--- src/rtl/mips_pkg.sv ---
// Shared MIPS-subset definitions: widths, opcode/funct codes, ALU op and
// jump encodings, and the decode / ID-EX payload structs.
package mips_pkg;

  localparam int unsigned DATA_W  = 32;
  localparam int unsigned REG_AW  = 5;
  localparam int unsigned ALUOP_W = 4;
  localparam int unsigned INSTR_W = 32;
  localparam int unsigned SHAMT_W = 5;
  localparam int unsigned JUMP_W  = 2;

  // Primary opcodes
  localparam logic [5:0] OP_RTYPE = 6'h00;
  localparam logic [5:0] OP_J     = 6'h02;
  localparam logic [5:0] OP_JAL   = 6'h03;
  localparam logic [5:0] OP_BEQ   = 6'h04;
  localparam logic [5:0] OP_BNE   = 6'h05;
  localparam logic [5:0] OP_ADDI  = 6'h08;
  localparam logic [5:0] OP_ANDI  = 6'h0C;
  localparam logic [5:0] OP_ORI   = 6'h0D;
  localparam logic [5:0] OP_LUI   = 6'h0F;
  localparam logic [5:0] OP_LW    = 6'h23;
  localparam logic [5:0] OP_SW    = 6'h2B;

  // R-type funct codes
  localparam logic [5:0] FN_SLL = 6'h00;
  localparam logic [5:0] FN_SRL = 6'h02;
  localparam logic [5:0] FN_JR  = 6'h08;
  localparam logic [5:0] FN_ADD = 6'h20;
  localparam logic [5:0] FN_SUB = 6'h22;
  localparam logic [5:0] FN_AND = 6'h24;
  localparam logic [5:0] FN_OR  = 6'h25;
  localparam logic [5:0] FN_SLT = 6'h2A;

  // ALU operation codes
  localparam logic [ALUOP_W-1:0] ALU_ADD = 4'd0;
  localparam logic [ALUOP_W-1:0] ALU_SUB = 4'd1;
  localparam logic [ALUOP_W-1:0] ALU_AND = 4'd2;
  localparam logic [ALUOP_W-1:0] ALU_OR  = 4'd3;
  localparam logic [ALUOP_W-1:0] ALU_SLT = 4'd4;
  localparam logic [ALUOP_W-1:0] ALU_SLL = 4'd5;
  localparam logic [ALUOP_W-1:0] ALU_SRL = 4'd6;
  localparam logic [ALUOP_W-1:0] ALU_LUI = 4'd7;

  // Jump codes seen by the register file
  localparam logic [JUMP_W-1:0] JMP_NONE = 2'b00;
  localparam logic [JUMP_W-1:0] JMP_J    = 2'b10;
  localparam logic [JUMP_W-1:0] JMP_JAL  = 2'b11;
  localparam logic [JUMP_W-1:0] JMP_JR   = 2'b01;

  localparam logic [REG_AW-1:0] REG_RA = 5'd31;

  // Decoder result for one instruction word
  typedef struct packed {
    logic [ALUOP_W-1:0] alu_op;
    logic               alu_src_imm;
    logic               reg_write;
    logic               mem_read;
    logic               mem_write;
    logic               branch_eq;
    logic               branch_ne;
    logic [JUMP_W-1:0]  jump;
    logic [REG_AW-1:0]  dest;
    logic [DATA_W-1:0]  imm;
    logic               uses_rs;
    logic               uses_rt;
    logic               illegal;
  } id_ctrl_t;

  // ID/EX pipeline register payload
  typedef struct packed {
    logic               valid;
    logic [DATA_W-1:0]  rs_val;
    logic [DATA_W-1:0]  rt_val;
    logic [DATA_W-1:0]  imm;
    logic [SHAMT_W-1:0] shamt;
    logic [REG_AW-1:0]  dest;
    logic [ALUOP_W-1:0] alu_op;
    logic               alu_src_imm;
    logic               reg_write;
    logic               mem_read;
    logic               mem_write;
    logic               branch_eq;
    logic               branch_ne;
    logic [JUMP_W-1:0]  jump;
    logic [DATA_W-1:0]  pc_plus4;
    logic               illegal;
  } ex_slot_t;

  function automatic logic [DATA_W-1:0] sext16(input logic [15:0] v);
    return {{(DATA_W-16){v[15]}}, v};
  endfunction

  function automatic logic [DATA_W-1:0] zext16(input logic [15:0] v);
    return {{(DATA_W-16){1'b0}}, v};
  endfunction

endpackage

--- src/rtl/id_decoder.sv ---
// Combinational instruction decoder.
//   instr : fetched instruction word
//   ctrl  : control, immediate, destination, source usage and illegal flag
// An illegal word yields an all-zero ctrl apart from ctrl.illegal.
module id_decoder
  import mips_pkg::*;
(
  input  logic [INSTR_W-1:0] instr,
  output id_ctrl_t           ctrl
);

  logic [5:0]        opcode;
  logic [5:0]        funct;
  logic [REG_AW-1:0] rt;
  logic [REG_AW-1:0] rd;
  logic [15:0]       imm16;

  assign opcode = instr[31:26];
  assign funct  = instr[5:0];
  assign rt     = instr[20:16];
  assign rd     = instr[15:11];
  assign imm16  = instr[15:0];

  always_comb begin
    ctrl         = '0;
    ctrl.uses_rs = 1'b1;
    ctrl.dest    = rt;
    unique case (opcode)
      OP_RTYPE: begin
        ctrl.dest      = rd;
        ctrl.uses_rt   = 1'b1;
        ctrl.reg_write = 1'b1;
        unique case (funct)
          FN_ADD: ctrl.alu_op = ALU_ADD;
          FN_SUB: ctrl.alu_op = ALU_SUB;
          FN_AND: ctrl.alu_op = ALU_AND;
          FN_OR:  ctrl.alu_op = ALU_OR;
          FN_SLT: ctrl.alu_op = ALU_SLT;
          FN_SLL: begin
            ctrl.alu_op  = ALU_SLL;
            ctrl.uses_rs = 1'b0;
          end
          FN_SRL: begin
            ctrl.alu_op  = ALU_SRL;
            ctrl.uses_rs = 1'b0;
          end
          FN_JR: begin
            ctrl.alu_op    = ALU_ADD;
            ctrl.reg_write = 1'b0;
            ctrl.jump      = JMP_JR;
          end
          default: ctrl.illegal = 1'b1;
        endcase
      end
      OP_ADDI: begin
        ctrl.alu_op      = ALU_ADD;
        ctrl.alu_src_imm = 1'b1;
        ctrl.reg_write   = 1'b1;
        ctrl.imm         = sext16(imm16);
      end
      OP_ANDI: begin
        ctrl.alu_op      = ALU_AND;
        ctrl.alu_src_imm = 1'b1;
        ctrl.reg_write   = 1'b1;
        ctrl.imm         = zext16(imm16);
      end
      OP_ORI: begin
        ctrl.alu_op      = ALU_OR;
        ctrl.alu_src_imm = 1'b1;
        ctrl.reg_write   = 1'b1;
        ctrl.imm         = zext16(imm16);
      end
      OP_LUI: begin
        ctrl.alu_op      = ALU_LUI;
        ctrl.alu_src_imm = 1'b1;
        ctrl.reg_write   = 1'b1;
        ctrl.uses_rs     = 1'b0;
        ctrl.imm         = {imm16, 16'h0000};
      end
      OP_LW: begin
        ctrl.alu_op      = ALU_ADD;
        ctrl.alu_src_imm = 1'b1;
        ctrl.reg_write   = 1'b1;
        ctrl.mem_read    = 1'b1;
        ctrl.imm         = sext16(imm16);
      end
      OP_SW: begin
        ctrl.alu_op      = ALU_ADD;
        ctrl.alu_src_imm = 1'b1;
        ctrl.mem_write   = 1'b1;
        ctrl.uses_rt     = 1'b1;
        ctrl.imm         = sext16(imm16);
      end
      OP_BEQ, OP_BNE: begin
        ctrl.alu_op    = ALU_SUB;
        ctrl.branch_eq = (opcode == OP_BEQ);
        ctrl.branch_ne = (opcode == OP_BNE);
        ctrl.uses_rt   = 1'b1;
        ctrl.imm       = sext16(imm16);
      end
      OP_J, OP_JAL: begin
        // Jump target index travels in the immediate field for EX.
        ctrl.alu_op    = ALU_ADD;
        ctrl.uses_rs   = 1'b0;
        ctrl.imm       = {{(DATA_W-26){1'b0}}, instr[25:0]};
        ctrl.jump      = (opcode == OP_JAL) ? JMP_JAL : JMP_J;
        ctrl.reg_write = (opcode == OP_JAL);
        ctrl.dest      = (opcode == OP_JAL) ? REG_RA : '0;
      end
      default: ctrl.illegal = 1'b1;
    endcase

    // Illegal words carry no control and read no registers.
    if (ctrl.illegal) begin
      ctrl         = '0;
      ctrl.illegal = 1'b1;
    end
  end

endmodule

--- src/rtl/id_ex_stage.sv ---
// Decode/issue stage: decodes the fetched word, drives register-file read
// addresses and jump code, detects load-use hazards and holds the ID/EX
// pipeline register.
//   clock, reset        : rising-edge clock, async active-low reset
//   instr_valid/instr   : fetched instruction and its qualifier
//   pc_plus4            : PC+4 of instr
//   rs_data/rt_data     : register-file read data (same cycle)
//   ex_flush            : EX resolved a taken branch/jump
//   rs_addr/rt_addr     : register-file read addresses (combinational)
//   jump_code           : jump code to register file (combinational)
//   stall               : hold PC and IF/ID (combinational)
//   ex_*                : registered ID/EX payload
module id_ex_stage
  import mips_pkg::*;
(
  input  logic               clock,
  input  logic               reset,
  input  logic               instr_valid,
  input  logic [INSTR_W-1:0] instr,
  input  logic [DATA_W-1:0]  pc_plus4,
  input  logic [DATA_W-1:0]  rs_data,
  input  logic [DATA_W-1:0]  rt_data,
  input  logic               ex_flush,
  output logic [REG_AW-1:0]  rs_addr,
  output logic [REG_AW-1:0]  rt_addr,
  output logic [1:0]         jump_code,
  output logic               stall,
  output logic               ex_valid,
  output logic [DATA_W-1:0]  ex_rs_val,
  output logic [DATA_W-1:0]  ex_rt_val,
  output logic [DATA_W-1:0]  ex_imm,
  output logic [4:0]         ex_shamt,
  output logic [REG_AW-1:0]  ex_dest,
  output logic [ALUOP_W-1:0] ex_alu_op,
  output logic               ex_alu_src_imm,
  output logic               ex_reg_write,
  output logic               ex_mem_read,
  output logic               ex_mem_write,
  output logic               ex_branch_eq,
  output logic               ex_branch_ne,
  output logic [1:0]         ex_jump,
  output logic [DATA_W-1:0]  ex_pc_plus4,
  output logic               ex_illegal
);

  id_ctrl_t dec;
  ex_slot_t ex_d;
  ex_slot_t ex_q;
  logic     load_use_hazard;
  logic     bubble;

  id_decoder u_id_decoder (
    .instr (instr),
    .ctrl  (dec)
  );

  assign rs_addr = instr[25:21];
  assign rt_addr = instr[20:16];

  // Load-use hazard, stall/flush arbitration and next ID/EX contents.
  always_comb begin
    load_use_hazard = instr_valid && ex_q.valid && ex_q.mem_read &&
                      (ex_q.dest != '0) &&
                      ((dec.uses_rs && (rs_addr == ex_q.dest)) ||
                       (dec.uses_rt && (rt_addr == ex_q.dest)));
    // A flush kills the ID instruction, so there is nothing to hold.
    stall     = load_use_hazard && !ex_flush;
    jump_code = instr_valid ? dec.jump : JMP_NONE;
    bubble    = !instr_valid || stall || ex_flush || dec.illegal;

    ex_d         = '0;
    ex_d.illegal = dec.illegal && instr_valid && !ex_flush;
    if (!bubble) begin
      ex_d.valid       = 1'b1;
      ex_d.rs_val      = rs_data;
      ex_d.rt_val      = rt_data;
      ex_d.imm         = dec.imm;
      ex_d.shamt       = instr[10:6];
      ex_d.dest        = dec.dest;
      ex_d.alu_op      = dec.alu_op;
      ex_d.alu_src_imm = dec.alu_src_imm;
      ex_d.reg_write   = dec.reg_write && (dec.dest != '0);
      ex_d.mem_read    = dec.mem_read;
      ex_d.mem_write   = dec.mem_write;
      ex_d.branch_eq   = dec.branch_eq;
      ex_d.branch_ne   = dec.branch_ne;
      ex_d.jump        = dec.jump;
      ex_d.pc_plus4    = pc_plus4;
    end
  end

  // ID/EX pipeline register
  always_ff @(posedge clock or negedge reset) begin
    if (!reset) ex_q <= '0;
    else        ex_q <= ex_d;
  end

  assign ex_valid       = ex_q.valid;
  assign ex_rs_val      = ex_q.rs_val;
  assign ex_rt_val      = ex_q.rt_val;
  assign ex_imm         = ex_q.imm;
  assign ex_shamt       = ex_q.shamt;
  assign ex_dest        = ex_q.dest;
  assign ex_alu_op      = ex_q.alu_op;
  assign ex_alu_src_imm = ex_q.alu_src_imm;
  assign ex_reg_write   = ex_q.reg_write;
  assign ex_mem_read    = ex_q.mem_read;
  assign ex_mem_write   = ex_q.mem_write;
  assign ex_branch_eq   = ex_q.branch_eq;
  assign ex_branch_ne   = ex_q.branch_ne;
  assign ex_jump        = ex_q.jump;
  assign ex_pc_plus4    = ex_q.pc_plus4;
  assign ex_illegal     = ex_q.illegal;

endmodule

--- config.mk ---
export PLATFORM = sky130hd
export DESIGN_NAME = id_ex_stage
export DESIGN_NICKNAME = d
export VERILOG_FILES = /design/src/rtl/mips_pkg.sv /design/src/rtl/id_decoder.sv /design/src/rtl/id_ex_stage.sv
export SDC_FILE = /design/constraint.sdc
export NUM_CORES = 1
export LEC_CHECK = 0
export CAP_MARGIN = 25
export CORE_UTILIZATION = 38
export CTS_BUF_LIST = sky130_fd_sc_hd__clkbuf_8
export CTS_CLUSTER_SIZE = 12
export DETAILED_ROUTE_END_ITERATION = 16
export GPL_ROUTABILITY_DRIVEN = 0
export PLACE_DENSITY = 0.84
export SYNTH_ARGS = -nofsm -noshare
export SYNTH_HDL_FRONTEND = slang
export SYNTH_HIERARCHICAL = 1
export SYNTH_SLANG_ARGS = --single-unit
--- constraint.sdc ---
create_clock -name clock -period 2.37 [get_ports clock]
set_input_delay 0.474 -clock clock [delete_from_list [all_inputs] [get_ports clock]]
set_output_delay 0.474 -clock clock [all_outputs]
set_load 0.05 [all_outputs]
==> results by group, run 1 <==
Route
  • Mean routed wirelength per cell: 18.9 um
  • Post-Route WL: 20.4 mm
  • Via density: 4.75
  • Remaining antenna violation count: 0
  • 1st-iter DRT viols: 263
  • DRC Markers: 0
  • Vias: 5114
  • DRT Pass-1 Iters: 4

Yosys
  • Synth warnings: 6
  • Syn Inst Count: 502
  • Sequential element share of the synthesized area: 62.2%
  • Number of synthesized flops with an enable pin: 0
  • Synth Cell Area: 6110 sq um
  • Synth Area per Inst: 12.2 sq um
  • Cell variety after synth: 54
  • Async SR Flop Fraction: 100%
  • Synthesis-stage register bit count: 152
  • Dominant synthesized flop cell: dfrtp_1
  • Syn nets: 634

GRT
  • Vias in the first global route: 5348
  • Total global-route track usage: 25.6%
  • Grt total ovfl: 0
  • Largest net degree at the start of global routing: 47
  • Initial antenna violation count: 0
  • First-pass GRT wire length: 30.7 mm

Floorplan
  • Total die area: 16600 sq um
  • DIE WIDTH: 129 um
  • I/O Pins: 297
  • Die Y: 129 um
  • Core area: 15400 sq um
  • Initial Utilization: 39.6%
  • Core Rows: 45

Critical path
  • Beginning of the critical path: instr[2]
  • CP arrival: 2.19 ns
  • CP startpoint kind: input pin
  • Reg2Reg Depth: 10
  • Critical Path Fanout Max: 3
  • CP Class: in2out
  • WP data required: 1.90 ns
  • Reg2Reg Setup Slack: 0.35 ns
  • R2r startpoint: ex_dest[2]$_DFF_PN0_
  • RR Endpoint: ex_pc_plus4[28]$_DFF_PN0_
  • Crit end category: output port

Pwr
  • Sequential share of power: 47.4%
  • Clock network fraction of total power: 36.7%
  • Leak: 4.84 nW
  • Worst vdd ir: 0.306 mV
  • Sw power: 0.00140 W
  • Logic pwr share: 15.9%
  • Net Sw Frac: 25.2%
  • Int Pwr: 0.00416 W
  • Power Dens Cells: 523 nW/um^2

Timing
  • RSZ-0062 raised after global routing: yes
  • Highest clock rate: 375 MHz
  • Final worst slack: -0.298 ns
  • Relative slew margins: 59.5%
  • Setup violators final: 71
  • Slew @ Worst Pin: 0.605 ns
  • Max-slew violations: 0
  • Final Hold Fails: 0
  • Tmin final: 2.67 ns
  • Fin Hold WS: 0.472 ns
  • Fin crit share: 113%
  • Final TNS setup: -3.05 ns
  • Final Skew: 0.00999 ns

Finish
  • Most frequent cells in the layout: clkdlybuf4s50_1 (270), and2_1 (165), dfrtp_1 (152), buf_4 (53), buf_12 (24)
  • Share of cells above drive strength 1: 19.2%
  • Nets: 987
  • Area delta synth->final: 73.9%
  • Most common cell after layout, fill and taps aside: clkdlybuf4s50_1
  • Design area: 10600 sq um
  • Final Util: 68.9%
  • Number of diodes: 0

CTS
  • Root Buffer: clkbuf_8
  • Clk pin slew, worst setup/hold paths: 0.08 ns
  • H-tree depth: 4
  • Clock tree buffer depth: 2
  • TritonCTS Buffers: 17
  • Clk sinks: 152
  • Clk_lat worst skew: 0.44 ns
  • CTS tree: built

Run status
  • Outcome: finished with violations
  • Failing checks: negative setup slack

Placed design
  • # port buffers: 296
  • Pre-CTS setup slack: -0.742 ns
  • Cell Area, Placed: 9790 sq um
  • HPWL Detailed: 14.3 mm

Min path
  • Hold crit path type: in2reg
  • Hold Crit Start: instr[2]
  • Hold EP: ex_imm[2]$_DFF_PN0_
  • WHS Path Cells: 4

Flow run
  • Max-Cap Viols: 0
==> state kept, by name (all words and copies together), names as in the netlist, 2 cells and up <==
signal / flops
ex_alu_op: 4
ex_pc_plus4: 32
ex_rt_val: 32
ex_shamt: 5
ex_imm: 32
ex_dest: 5
ex_rs_val: 32
ex_jump: 2
==> metal layers <==
metal,share of wire [%],vias to the layer above,GRT usage (%),wire (um)
li1,-,2335,-,-
met1,35,2513,28.0,7190
met2,55,218,47.2,11100
met3,7.1,48,6.36,1440
met4,3.0,0,10.1,613
met5,0,-,0,0
==> cell type report <==
class	count	area, sq um
multi-input combinational	301	2150
clock inverter	11	148
clock buffer	19	262
sequential	152	3800
inverter	7	26.3
timing repair buffer	376	3980
tap	211	264
fill	1084	4800
==> what timing repair did <==
action / in CTS / in global routing
hold buffers: 1 / 0
cloned: 7 / 0
pin swaps: 10 / 9
gates resized for setup: 55 / 17
setup endpoints to repair: 153 / 80
buffers inserted: 11 / 2
hold endpoints to repair: 38 / 0
==> critical path: stages <==
cell and delay, ns:
buf_6 0.09, or3_4 0.41, o311ai_4 0.26, o31ai_4 0.09
nor3_2 0.22, nand2_1 0.13, o22ai_4 0.20, and2_4 0.18
buf_12 0.13
==> how the worst max path moves through the flow <==
stage	slack [ns]	endpoint	depth (start not counted)
floorplan	-0.1	stall	7
global placement	-0.74	stall	9
detailed placement	-0.74	stall	9
CTS	-0.29	stall	9
global route	-0.35	stall	10
finish	-0.30	stall	9
==> power groups by stage <==
stage | Combinational, W | Sequential [W] | Clock, W
final | 0.000883 | 0.00263 | 0.00204
after global routing | 0.000937 | 0.00264 | 0.00221
after CTS | 0.000880 | 0.00263 | 0.00208
after detailed placement | 0.000826 | 0.00268 | 0
after global placement | 0.000812 | 0.00268 | 0
after floorplan | 0.000216 | 0.00280 | 0
==> cell usage after synthesis (4+ instances only) <==
| master | number | share of area, % |
|---|---|---|
| nand2_1 | 11 | 0.68 |
| a221o_2 | 5 | 0.92 |
| buf_2 | 8 | 0.66 |
| nor3_1 | 6 | 0.49 |
| nand3_1 | 5 | 0.41 |
| a22oi_1 | 6 | 0.74 |
| nor2b_1 | 4 | 0.41 |
| a211oi_1 | 5 | 0.61 |
| dfrtp_1 | 152 | 62 |
| clkbuf_2 | 10 | 0.82 |
| clkbuf_1 | 7 | 0.43 |
| a21o_1 | 6 | 0.74 |
| and2_1 | 169 | 17 |
| xnor2_1 | 12 | 1.7 |
| buf_4 | 12 | 1.5 |
| o21ai_0 | 7 | 0.57 |
| a21oi_1 | 6 | 0.49 |
| a221o_1 | 5 | 0.82 |
| buf_6 | 5 | 0.92 |
| nor2_1 | 9 | 0.55 |
| inv_1 | 7 | 0.43 |
==> cells by family (layout without fill, tap and decap cells) <==
group,after synthesis,in the layout,share of synthesized area (%)
other,1,1,0.0614
DFF,152,152,62.2
and+or+nand+nor,229,229,23.1
buffers and inverters,49,413,4.73
xor gates and xnor gates,12,12,1.72
AOI/OAI and AO/OA,59,59,8.11
==> through the flow <==
stage	total power (W)	cells
floorplan	0.00302	502
global placement	0.00349	1026
detailed placement	0.00351	1026
CTS	0.00559	1075
global route	0.00578	1077
finish	0.00555	1077
Power figures use the tool's default switching activity.
==> inputs of run 2 (changes only) <==
- CTS_CLUSTER_SIZE: 12 -> default
==> results of run 2 <==
Same layout as run 1: the final DEF is identical, and so are final timing and power.
==> inputs of run 3 (changes only) <==
- CTS_CLUSTER_SIZE: default -> 24
==> results of run 3 <==
Same layout as run 1: the final DEF is identical, and so are final timing and power.
